`src/rtl/reg_file_sb.sv`:
```
// reg_file_sb
//   Multi-port register file with an integrated writeback scoreboard.
//   NUM_READ synchronous read ports (one cycle latency, same-cycle write
//   bypass), one write port, optional hardwired zero register, and one busy
//   bit per register. Busy is set on issue and cleared on writeback.
//
// Ports
//   Clock          : single clock, all state updates on the rising edge
//   Reset          : asynchronous, active-high; clears all state and outputs
//   Read_Register  : packed read addresses, port i at [i*ADDR_WIDTH +: ADDR_WIDTH]
//   Read_Data      : packed registered read data, port i at [i*DATA_WIDTH +: DATA_WIDTH]
//   Read_Busy      : registered busy flag of each port's addressed register
//   Reg_Write      : write enable
//   Write_Register : write address
//   Write_Data     : write data
//   Issue_Valid    : mark Issue_Register as pending writeback
//   Issue_Register : destination register of the issuing instruction
//   Busy_Vector    : current busy bit per register (bit n = register n)
module reg_file_sb #(
    parameter int DATA_WIDTH = 32,
    parameter int ADDR_WIDTH = 5,
    parameter int NUM_READ   = 2,
    parameter int ZERO_REG   = 1
) (
    input  logic                           Clock,
    input  logic                           Reset,
    input  logic [NUM_READ*ADDR_WIDTH-1:0] Read_Register,
    output logic [NUM_READ*DATA_WIDTH-1:0] Read_Data,
    output logic [NUM_READ-1:0]            Read_Busy,
    input  logic                           Reg_Write,
    input  logic [ADDR_WIDTH-1:0]          Write_Register,
    input  logic [DATA_WIDTH-1:0]          Write_Data,
    input  logic                           Issue_Valid,
    input  logic [ADDR_WIDTH-1:0]          Issue_Register,
    output logic [(1<<ADDR_WIDTH)-1:0]     Busy_Vector
);

    localparam int DEPTH   = 1 << ADDR_WIDTH;
    localparam bit ZERO_ON = (ZERO_REG != 0);

    logic [DATA_WIDTH-1:0] mem [DEPTH];
    logic [DEPTH-1:0]      busy_q;
    logic [DEPTH-1:0]      busy_nxt;

    logic                  wr_en;
    logic                  iss_en;

    logic [ADDR_WIDTH-1:0] rd_addr     [NUM_READ];
    logic [DATA_WIDTH-1:0] rd_data_nxt [NUM_READ];
    logic                  rd_busy_nxt [NUM_READ];
    logic [DATA_WIDTH-1:0] rd_data_q   [NUM_READ];
    logic                  rd_busy_q   [NUM_READ];

    // Accesses to a hardwired zero register are dropped before they reach
    // the array, the busy bits or the bypass path.
    always_comb begin
        wr_en  = Reg_Write;
        iss_en = Issue_Valid;
        if (ZERO_ON && (Write_Register == '0)) begin
            wr_en = 1'b0;
        end
        if (ZERO_ON && (Issue_Register == '0)) begin
            iss_en = 1'b0;
        end
    end

    // Issue is applied after writeback so that a same-cycle issue to the
    // register being written (a newer instruction) leaves it busy.
    always_comb begin
        busy_nxt = busy_q;
        if (wr_en) begin
            busy_nxt[Write_Register] = 1'b0;
        end
        if (iss_en) begin
            busy_nxt[Issue_Register] = 1'b1;
        end
        if (ZERO_ON) begin
            busy_nxt[0] = 1'b0;
        end
    end

    genvar gp;
    generate
        for (gp = 0; gp < NUM_READ; gp++) begin : g_port
            assign rd_addr[gp] = Read_Register[gp*ADDR_WIDTH +: ADDR_WIDTH];
            assign Read_Data[gp*DATA_WIDTH +: DATA_WIDTH] = rd_data_q[gp];
            assign Read_Busy[gp] = rd_busy_q[gp];
        end
    endgenerate

    // Read busy reports the next-state bit, so a port reading a register
    // during its writeback/issue cycle sees the post-edge scoreboard.
    always_comb begin
        for (int p = 0; p < NUM_READ; p++) begin
            rd_data_nxt[p] = mem[rd_addr[p]];
            rd_busy_nxt[p] = busy_nxt[rd_addr[p]];
            if (wr_en && (Write_Register == rd_addr[p])) begin
                rd_data_nxt[p] = Write_Data;
            end
            if (ZERO_ON && (rd_addr[p] == '0)) begin
                rd_data_nxt[p] = '0;
                rd_busy_nxt[p] = 1'b0;
            end
        end
    end

    always_ff @(posedge Clock or posedge Reset) begin
        if (Reset) begin
            for (int n = 0; n < DEPTH; n++) begin
                mem[n] <= '0;
            end
        end else if (wr_en) begin
            mem[Write_Register] <= Write_Data;
        end
    end

    always_ff @(posedge Clock or posedge Reset) begin
        if (Reset) begin
            busy_q <= '0;
        end else begin
            busy_q <= busy_nxt;
        end
    end

    always_ff @(posedge Clock or posedge Reset) begin
        if (Reset) begin
            for (int p = 0; p < NUM_READ; p++) begin
                rd_data_q[p] <= '0;
                rd_busy_q[p] <= 1'b0;
            end
        end else begin
            for (int p = 0; p < NUM_READ; p++) begin
                rd_data_q[p] <= rd_data_nxt[p];
                rd_busy_q[p] <= rd_busy_nxt[p];
            end
        end
    end

    assign Busy_Vector = busy_q;

endmodule
```
`config.mk`:
```
export PLATFORM = sky130hd
export DESIGN_NAME = reg_file_sb
export DESIGN_NICKNAME = d
export VERILOG_FILES = /design/src/rtl/reg_file_sb.sv
export SDC_FILE = /design/constraint.sdc
export NUM_CORES = 2
export LEC_CHECK = 0
export CAP_MARGIN = 15
export CORE_MARGIN = 3
export CORE_UTILIZATION = 41
export CTS_CLUSTER_SIZE = 14
export DETAILED_ROUTE_END_ITERATION = 16
export PLACE_DENSITY = 0.63
export SYNTH_ARGS = -nofsm -noshare
export SYNTH_HDL_FRONTEND = slang
export SYNTH_SLANG_ARGS = --single-unit
```
`constraint.sdc`:
```
create_clock -name Clock -period 35.7 [get_ports Clock]
set_clock_uncertainty 0.15 [all_clocks]
set_input_delay 3.57 -clock Clock [delete_from_list [all_inputs] [get_ports Clock]]
set_output_delay 3.57 -clock Clock [all_outputs]
set_load 0.02 [all_outputs]
```
==> out/results.ini <==
[place]
hpwl_um = 92660
gp_congestion = 0.7938
preCtsSetupSlack_ns = 27.13
portBuffers = 152

[route]
vias = 35233
antenna_left = 0
drt_first_pass_iters = 5
drc = 0
routedWlPerCell_um = 29.71
drt_iter0_drc = 3019
via_per_inst = 6.207
drt-total-wl_um = 168600

[setup_path]
critPathKind = input pin to flip-flop
cp-start-kind = input pin
cp-end-kind = flip-flop
slowest_stage = buf_4
arrival_ns = 8.08
critPathMaxFanout = 65
slowest_delay_ns = 0.89
crit_chain = buf_8, buf_4, buf_4, buf_4, mux4_2, mux4_2, a22oi_1, nand2_1
critPathRequiredTime_ns = 36.14
crit_path_frequent_cell = buf_4

[synth]
synth_top_area_share_pct = 48.04
synth-edff-count = 0
yosysTopAreaCell = dfrtp_1
yosys_warnings = 0
synth-main-ff-cell = dfrtp_1
synth.avg_cell_area_um2 = 15.45
synth_cells = 3779
synth_nets = 3835
yosys-top-cells-count = 1,121 x dfrtp_1, 992 x mux2_2, 598 x mux4_2
synth.yosys.seq_area_share_pct = 48.04
async_reset_ff_share_pct = 100.0
netlist-cell-type-count = 63
ys_ff_latch = 1121
ys_top_cells_by_area = dfrtp_1 48%, mux4_2 23%, mux2_2 19%
synth_area_um2 = 58390
yosysMostFrequentCell = dfrtp_1

[clock_network]
ctsHoldBuffers = 0
cts_made_buffers = 118
post_cts.repair.setup_buffers = 0
cts_buffer_depth = 3
cts_sinks = 1121
path_clk_slew_ns = 0.06
htreeDepth = 3
cts_resized = 0
clkLatencyLatePin_ns = 0.72
clock_tree.root_cell = clkbuf_16
cts_tree = yes

[global_route]
grt_pass1_wl_um = 254100
grt-ovfl-total = 0
antenna_found_initial = 8
first_global_vias = 36682
grt_max_degree = 131
globalRouteTotalUtil_pct = 23.14

[sta]
setup-violations-final = 0
rsz0062_at_grt = false
worst_slack_ns = 28.07
worstMarginPinSlew_ns = 1.164
setup_tns_ns = 0
hold_violations = 0
timing.final.crit_share_pct = 21.39
layout_min_cycle_time_ns = 7.635
relSlewSlack_pct = 22.41
slew_viol_final = 0
fmax_mhz = 131.0

[power_and_ir_drop]
p_int_mw = 2.752
power_switching_mw = 1.009
leakagePower_nw = 28.22
irDropWorstVdd_mv = 0.04606
clock_power_share_pct = 34.1
combPwrFrac_pct = 20.9
power_frac_seq_pct = 45.0
power_density_nw_per_um2 = 57.41
switching_share_pct = 26.82

[cells_and_area]
finalNetCount = 3753
area_growth_pct = 12.20
ff_latch_area_um2 = 28050
fill_cells = 12083
layout-drive-gt1-share_pct = 50.55
multi_input_area_um2 = 28580
finish.utilization_pct = 46.67

[floorplanning]
start_util_pct = 41.60
dieArea_um2 = 147000
core_area_um2 = 140400
rows = 137
pin_count = 154
fp.dieW_um = 383.4
die_h_um = 383.4

[run]
drv_cap = 0

[hold_path]
hp-class = flip-flop to flip-flop

[outcome]
status = complete, no violations

==> cell type report <==
cell class	instances	share of cell area (%)
multi-input cells	2209	43.63
inverters	17	0.1241
clock inverters	39	0.6875
repair buffers	230	3.650
clock buffers	180	5.494
flip-flops and latches	1121	42.82
diodes	4	0.01528
well taps	1876	3.583
==> power by group through the flow <==
stage	Sequential [mW]	Combinational (mW)	Clock, mW
after CTS	1.69	0.788	1.31
after detailed placement	1.71	0.786	0
final	1.69	0.786	1.28
after global placement	1.70	0.772	0
after global routing	1.73	0.844	1.36
after floorplan	1.68	0.580	0
==> through the flow <==
| stage | hold WS [ns] | area, um2 | std cells | power (mW) |
|---|---|---|---|---|
| after floorplan | 0.2913 | 58390 | 3779 | 2.262 |
| after global placement | 0.2264 | 61100 | 5438 | 2.476 |
| after detailed placement | 0.2333 | 61130 | 5439 | 2.499 |
| after CTS | 0.2460 | 65180 | 5658 | 3.786 |
| after global routing | 0.2607 | 65510 | 5673 | 3.928 |
| final | 0.2448 | 65520 | 5676 | 3.761 |
==> kinds of logic (layout without fill, tap and decap cells) <==
group	after synthesis	in the layout	share of synthesized area [%]
xor+xnor	10	10	0.1500
simple gates	352	352	2.818
buf+inv	449	466	3.394
mux	1634	1634	42.95
other cells	1	5	0.006422
flops	1121	1121	48.04
compound gates	212	212	2.646
==> layout by cell type (no fill, tap or decap), types with 5 or more instances in the layout <==
cell type,Yosys,layout
buf_16,0,9
o21ai_0,13,13
nand3_1,12,12
buf_8,0,8
clkbuf_8,0,35
bufinv_16,0,9
clkdlybuf4s50_1,0,144
dfrtp_1,1121,1121
nor2_1,38,30
mux2_2,992,992
mux4_2,598,598
nand2b_1,6,6
a211oi_1,36,36
a21oi_1,35,35
nand3b_1,5,5
clkbuf_1,239,24
and2_1,28,28
nand2_1,214,199
nand2_4,0,18
a21o_1,5,5
inv_1,15,14
xnor2_1,6,6
o211ai_1,20,20
clkinv_2,0,24
nor2b_1,7,5
mux2i_1,44,44
nand4_1,9,9
a22oi_1,66,66
buf_4,26,64
nor2_4,0,8
clkbuf_16,0,123
==> worst max-delay path, delay by kind of cell <==
family                 cells  cell delay (ns)
buffers and inverters      4             3.03
and+or+nand+nor            1             0.08
muxes                      2             1.08
AOI/OAI and AO/OA          1             0.23
==> layer usage <==
metal,vias up,share of wire [%],track usage [%]
li1,14391,-,-
met1,19433,43,33.24
met2,1143,48,36.62
met3,260,6.2,3.570
met4,6,2.6,6.725
met5,-,0.017,0
==> worst paths after layout <==
check                                       from       endpoint  slack [ns]  depth (start not counted)
min in group asynchronous                  Reset  Read_Data[31]        3.33                          2
max in group asynchronous                  Reset        mem[14]       28.70                          5
worst min register to register          mem[997]       mem[997]        0.24                          0
worst max-delay path            Read_Register[5]  Read_Data[49]       28.07                          8
worst min-delay path                    mem[997]       mem[997]        0.24                          0
worst max register to register          mem[930]  Read_Data[34]       33.61                          6
==> sequential cells by signal, indices dropped and copies added (netlist names) <==
| name | count |
|---|---|
| Busy_Vector | 31 |
| Read_Data | 64 |
| Read_Busy | 2 |
| mem | 1024 |
Power figures use the tool's default switching activity.
